==> config.mk <==
export PLATFORM = sky130hd
export DESIGN_NAME = des_key_schedule_flat
export DESIGN_NICKNAME = d
export VERILOG_FILES = /design/src/rtl/des_pkg.sv /design/src/rtl/des_key_schedule_if.sv /design/src/rtl/des_pc2.sv /design/src/rtl/des_key_schedule.sv /design/src/flat_wrapper.sv
export SDC_FILE = /design/constraint.sdc
export NUM_CORES = 1
export LEC_CHECK = 0
export ABC_AREA = 1
export CAP_MARGIN = 20
export CORE_UTILIZATION = 59
export DETAILED_ROUTE_END_ITERATION = 16
export PLACE_DENSITY_LB_ADDON = 0.25
export SLEW_MARGIN = 20
export SYNTH_ARGS = -nofsm -noshare
export SYNTH_HDL_FRONTEND = slang
export SYNTH_SLANG_ARGS = --single-unit
==> constraint.sdc <==
create_clock -name i_Clk -period 3.6 [get_ports i_Clk]
set_input_delay 0.72 -clock i_Clk [delete_from_list [all_inputs] [get_ports i_Clk]]
set_output_delay 0.72 -clock i_Clk [all_outputs]
set_load 0.01 [all_outputs]
==> src/rtl/des_pkg.sv <==
// rtl/des_pkg.sv - shared DES key-schedule tables, constants, state type and helpers
package des_pkg;

    localparam int ROUND_W = 4;
    localparam logic [ROUND_W-1:0] LAST_ROUND = ROUND_W'(15);

    // Bit r set means round r uses a 1-bit rotate; other rounds rotate by 2.
    localparam logic [15:0] SHIFT1_MASK = 16'b1000_0001_0000_0011;

    localparam int PC1_TAB [56] = '{
        57, 49, 41, 33, 25, 17,  9,  1, 58, 50, 42, 34, 26, 18,
        10,  2, 59, 51, 43, 35, 27, 19, 11,  3, 60, 52, 44, 36,
        63, 55, 47, 39, 31, 23, 15,  7, 62, 54, 46, 38, 30, 22,
        14,  6, 61, 53, 45, 37, 29, 21, 13,  5, 28, 20, 12,  4
    };

    localparam int PC2_TAB [48] = '{
        14, 17, 11, 24,  1,  5,  3, 28, 15,  6, 21, 10,
        23, 19, 12,  4, 26,  8, 16,  7, 27, 20, 13,  2,
        41, 52, 31, 37, 47, 55, 30, 40, 51, 45, 33, 48,
        44, 49, 39, 56, 34, 53, 46, 42, 50, 36, 29, 32
    };

    typedef enum logic {IDLE, RUN} state_t;

    // Table positions are 1-based from the MSB, as in the DES standard.
    function automatic logic [55:0] pc1(input logic [63:0] key);
        logic [55:0] cd;
        for (int i = 0; i < 56; i++) begin
            cd[55-i] = key[64-PC1_TAB[i]];
        end
        return cd;
    endfunction

    function automatic logic [27:0] rot28(input logic [27:0] x, input logic left, input logic one);
        logic [27:0] r;
        if (left) begin
            r = one ? {x[26:0], x[27]} : {x[25:0], x[27:26]};
        end else begin
            r = one ? {x[0], x[27:1]} : {x[1:0], x[27:2]};
        end
        return r;
    endfunction

endpackage

==> src/rtl/des_key_schedule_if.sv <==
// rtl/des_key_schedule_if.sv - start/key request and subkey valid/ready bundle
import des_pkg::*;

interface des_key_schedule_if;
    logic               i_Start;
    logic [63:0]        i_Key;
    logic               i_fDecrypt;
    logic               i_Ready;
    logic               o_Valid;
    logic [47:0]        o_Subkey;
    logic [ROUND_W-1:0] o_Round;
    logic               o_Last;
    logic               o_Busy;

    modport master (
        output i_Start, i_Key, i_fDecrypt, i_Ready,
        input  o_Valid, o_Subkey, o_Round, o_Last, o_Busy
    );

    modport slave (
        input  i_Start, i_Key, i_fDecrypt, i_Ready,
        output o_Valid, o_Subkey, o_Round, o_Last, o_Busy
    );
endinterface

==> src/rtl/des_pc2.sv <==
// rtl/des_pc2.sv - combinational PC-2 compression of {C,D} into a 48-bit subkey
module des_pc2
    import des_pkg::*;
(
    input  logic [55:0] cd,
    output logic [47:0] subkey
);

    always_comb begin
        subkey = '0;
        for (int i = 0; i < 48; i++) begin
            subkey[47-i] = cd[56-PC2_TAB[i]];
        end
    end

endmodule

==> src/rtl/des_key_schedule.sv <==
// rtl/des_key_schedule.sv - sequential DES subkey generator with valid/ready output
module des_key_schedule
    import des_pkg::*;
(
    input  logic          i_Clk,
    input  logic          i_Rst,
    des_key_schedule_if.slave bus
);

    state_t             state_q, state_d;
    logic [27:0]        c_q, d_q, c_nx, d_nx;
    logic [55:0]        pc1_val;
    logic               mode_q;
    logic [47:0]        subkey_q, pc2_out;
    logic [ROUND_W-1:0] round_q, round_nx;
    logic               valid_q, last_q, busy_q;
    logic               start_ok, accept, final_hs, step_one;
    logic               parity_unused;

    assign pc1_val  = pc1(bus.i_Key);
    // Parity bits are dropped by PC-1.
    assign parity_unused = ^{bus.i_Key[56], bus.i_Key[48], bus.i_Key[40], bus.i_Key[32],
                             bus.i_Key[24], bus.i_Key[16], bus.i_Key[8],  bus.i_Key[0]};
    assign start_ok = (state_q == IDLE) && bus.i_Start;
    assign accept   = (state_q == RUN) && valid_q && bus.i_Ready;
    assign final_hs = accept && (round_q == LAST_ROUND);
    assign round_nx = round_q + ROUND_W'(1);
    assign step_one = SHIFT1_MASK[round_nx];

    always_comb begin
        state_d = state_q;
        c_nx    = c_q;
        d_nx    = d_q;
        case (state_q)
            IDLE: begin
                if (bus.i_Start) begin
                    state_d = RUN;
                    // Decrypt starts at K16, whose halves equal the PC-1 halves.
                    if (bus.i_fDecrypt) begin
                        c_nx = pc1_val[55:28];
                        d_nx = pc1_val[27:0];
                    end else begin
                        c_nx = rot28(pc1_val[55:28], 1'b1, 1'b1);
                        d_nx = rot28(pc1_val[27:0],  1'b1, 1'b1);
                    end
                end
            end
            RUN: begin
                if (accept && !final_hs) begin
                    c_nx = rot28(c_q, !mode_q, step_one);
                    d_nx = rot28(d_q, !mode_q, step_one);
                end
                if (final_hs) begin
                    state_d = IDLE;
                end
            end
            default: state_d = IDLE;
        endcase
    end

    des_pc2 u_pc2 (
        .cd     ({c_nx, d_nx}),
        .subkey (pc2_out)
    );

    always_ff @(posedge i_Clk) begin
        if (i_Rst) begin
            state_q <= IDLE;
        end else begin
            state_q <= state_d;
        end
    end

    always_ff @(posedge i_Clk) begin
        if (i_Rst) begin
            c_q      <= '0;
            d_q      <= '0;
            mode_q   <= 1'b0;
            subkey_q <= '0;
            round_q  <= '0;
            valid_q  <= 1'b0;
            last_q   <= 1'b0;
            busy_q   <= 1'b0;
        end else begin
            c_q <= c_nx;
            d_q <= d_nx;
            if (start_ok) begin
                mode_q   <= bus.i_fDecrypt;
                subkey_q <= pc2_out;
                round_q  <= '0;
                valid_q  <= 1'b1;
                busy_q   <= 1'b1;
                last_q   <= 1'b0;
            end else if (final_hs) begin
                valid_q <= 1'b0;
                last_q  <= 1'b0;
                busy_q  <= 1'b0;
            end else if (accept) begin
                subkey_q <= pc2_out;
                round_q  <= round_nx;
                last_q   <= (round_nx == LAST_ROUND);
            end
        end
    end

    assign bus.o_Valid  = valid_q;
    assign bus.o_Subkey = subkey_q;
    assign bus.o_Round  = round_q;
    assign bus.o_Last   = last_q;
    assign bus.o_Busy   = busy_q;

endmodule

==> src/flat_wrapper.sv <==
// flat-port wrapper written by rule: the top's interface ports become plain ports
module des_key_schedule_flat import des_pkg::*;
  (i_Clk, i_Rst, bus_i_Start, bus_i_Key, bus_i_fDecrypt, bus_i_Ready, bus_o_Valid, bus_o_Subkey, bus_o_Round, bus_o_Last, bus_o_Busy);
  des_key_schedule_if bus_i ();
  input  logic i_Clk;
  input  logic i_Rst;
  input wire logic [$bits(bus_i.i_Start)-1:0] bus_i_Start;
  input wire logic [$bits(bus_i.i_Key)-1:0] bus_i_Key;
  input wire logic [$bits(bus_i.i_fDecrypt)-1:0] bus_i_fDecrypt;
  input wire logic [$bits(bus_i.i_Ready)-1:0] bus_i_Ready;
  output wire logic [$bits(bus_i.o_Valid)-1:0] bus_o_Valid;
  output wire logic [$bits(bus_i.o_Subkey)-1:0] bus_o_Subkey;
  output wire logic [$bits(bus_i.o_Round)-1:0] bus_o_Round;
  output wire logic [$bits(bus_i.o_Last)-1:0] bus_o_Last;
  output wire logic [$bits(bus_i.o_Busy)-1:0] bus_o_Busy;
  assign bus_i.i_Start = bus_i_Start;
  assign bus_i.i_Key = bus_i_Key;
  assign bus_i.i_fDecrypt = bus_i_fDecrypt;
  assign bus_i.i_Ready = bus_i_Ready;
  assign bus_o_Valid = bus_i.o_Valid;
  assign bus_o_Subkey = bus_i.o_Subkey;
  assign bus_o_Round = bus_i.o_Round;
  assign bus_o_Last = bus_i.o_Last;
  assign bus_o_Busy = bus_i.o_Busy;
  des_key_schedule u_core (.i_Clk(i_Clk), .i_Rst(i_Rst), .bus(bus_i));
endmodule
==> reports/metrics.csv <==
metric,value,unit
Tmin final,2.740,ns
CP endpoint kind,register,
clock share of power,29.9,%
"Reg clk slew, reported paths",0.07,ns
crit path kind,reg -> reg,
clock buffer depth,2,
vias per cell,5.839,
postcts setup bufs,0,
CP required,3.86,ns
die area,13000,µm²
NumNets Final,1349,
Yosys top cell by area,dfxtp_1,
Die Span X,114.0,µm
Final Hold Fails,0,
"Top FF cell, synth",dfxtp_1,
row count,40,
Die H,114.0,µm
Synth top cells by count,"nand2_1, nand3_1, inv_1",
HPWL Detailed,14010,µm
Static Leak,0.004067,µW
Ys Warns,0,
Mapped Area,7406,µm²
Combinational Power Share,27.7,%
Pre-antenna DRT Iters,6,
buffers added on ports,115,
CTS tree,built,
P_int,2222,µW
Synth top area share,30.28,%
Num CTS Buffers,9,
fin crit share,76.10,%
H-tree levels,3,
core area,12110,µm²
"flops & latches, synth",112,
clk_skew,0.006817,ns
grt total ovfl,0,
gr usage total,33.93,%
DR DRC count,0,
WL final,22090,µm
GPL Wtd Cong,0.9156,
hold-fix buffer count after cts,0,
Syn Area/Cell,6.070,µm²
Max Slew Vio Count,0,
Psw,1123,µW
Clock Tree Root,clkbuf_16,
most frequent cell after synthesis,nand2_1,
Starting DRT DRC Count,1140,
cell count after synthesis,1220,
maximum clock frequency,365.0,MHz
setup_tns,0,ns
largest net degree at the start of global routing,64,
routed vias,8461,
"Async S/R FF share, synth",0,%
initial core utilization,61.15,%
library cells used by synthesis,34,
CP max FO,31,
Worst EP arrival,3.00,ns
initial antenna violation count,0,
max_slew headroom,24.80,%
Synthesized Nets,1293,
Power Density,381.5,nW/µm²
sequential-to-total area share from yosys stat,30.28,%
CTS Sinks,112,
vias in the first global route,7463,
# diodes,0,
Slew @ Worst Pin,1.128,ns
P&R area growth vs syn,18.38,%
cts repair resizes,0,
wire per inst,15.24,µm
MaxCap Viol Count,0,
share of cells above drive strength 1,5.621,%
setup violators final,0,
Hold Path Class,reg -> reg,
Reg power frac,42.4,%
first-pass GRT wire length,35300,µm
ranking of synthesized cells by area,"dfxtp_1, nand3_1, nand2_1",
Hold WS,0.5017,ns
"antenna viol nets, final",0,
# IOs,124,
total power draw,3344,µW
Sw Share,33.57,%
Post-synth EDFFs,0,
Startpoint Class,register,
largest vdd supply drop,0.3748,mV
Skew-Pair Late Insertion Delay,0.37,ns
status,"complete, no violations",
setup repair after global routing missed its margin,false,
-- per-layer routing --
layer  wire length (µm)  vias to the layer above  GRT usage, %
met3               2220                       50         7.173
li1                   -                     4074             -
met2              10170                      497         55.39
met5                  0                        -             0
met4                548                        0         12.81
met1               9155                     3840         43.96
-- worst max-delay path, stage by stage, from the launching register on --
cell     delay (ns)
dfxtp_1        0.48
inv_1          0.13
ha_1           0.36
inv_1          0.05
nor2_1         0.11
nand2_1        0.11
nand2_2        0.47
buf_4          0.31
nand2_1        0.07
nand3_1        0.09
nand2_1        0.07
nand2_1        0.07
nand3_1        0.16
nand2_1        0.10
inv_1          0.05
-- layout by cell type (no fill, tap or decap), types with 3 or more instances in the layout --
cell / netlist / final
nand2_1: 261 / 261
nand3_1: 237 / 237
inv_1: 181 / 181
clkdlybuf4s50_1: 0 / 113
dfxtp_1: 112 / 112
o21ai_0: 88 / 88
a21oi_1: 75 / 75
nor2_1: 66 / 66
o22ai_1: 30 / 30
or2_2: 18 / 18
o211ai_1: 14 / 14
buf_4: 9 / 14
nand2_2: 10 / 9
clkbuf_16: 0 / 9
o32ai_1: 8 / 8
o21ai_1: 6 / 6
buf_12: 0 / 5
ha_1: 4 / 4
inv_6: 0 / 4
inv_2: 3 / 3
or2_1: 3 / 3
-- power groups by stage --
stage | combinational [µW] | sequential (µW) | clock, µW
after detailed placement | 904 | 1440 | 0
after global placement | 889 | 1440 | 0
final | 927 | 1420 | 1000
after global routing | 1020 | 1430 | 1050
after CTS | 913 | 1410 | 1010
after floorplan | 571 | 1450 | 0
-- registers in the layout, summed over array words and instances (netlist names) --
| name | count |
|---|---|
| u_core.state_q | 1 |
| u_core.mode_q | 1 |
| u_core.bus.o_Subkey | 48 |
| u_core.c_q | 28 |
| u_core.d_q | 28 |
| u_core.bus.o_Round | 4 |
| u_core.bus.o_Valid | 1 |
| u_core.bus.o_Last | 1 |
-- metrics by stage --
| step | instances | util [%] | area, µm² | setup WS, ns |
|---|---|---|---|---|
| 6_report | 1449 | 72.39 | 8767 | 0.8605 |
| 5_1_grt | 1449 | 72.39 | 8767 | 0.6741 |
| 4_1_cts | 1449 | 72.39 | 8767 | 0.9490 |
| 3_5_place_dp | 1433 | 70.03 | 8482 | 0.6919 |
| 3_3_place_gp | 1433 | 70.03 | 8482 | 0.7478 |
| 2_1_floorplan | 1220 | - | 7406 | 1.691 |
-- worst paths after layout --
check	slack, ns	endpoint	from	cells past startpoint
worst min register to register	0.50	u_core.bus.o_Last	u_core.bus.o_Last	2
worst max register to register	0.86	u_core.bus.o_Subkey[9]	u_core.bus.o_Round[0]	14
worst max-delay path	0.86	u_core.bus.o_Subkey[9]	u_core.bus.o_Round[0]	14
worst min-delay path	0.50	u_core.bus.o_Last	u_core.bus.o_Last	2
-- cells by family after synthesis --
logic type	count (synthesis)	share of synthesized area, %
simple gates	601	35.82
buf+inv	273	15.88
compound gates	230	17.35
flops	112	30.28
fa+ha+maj	4	0.6758
-- area by class of cell --
class                   count  area (µm²)
fillers                  1088        3344
clock buffers               9       225.2
clock inverters             7       60.06
multi-input cells         835        3993
flip-flops and latches    112        2242
inverters                 184       690.7
well taps                 168       210.2
repair buffers            134        1346
(Power assumes the default switching activity.)
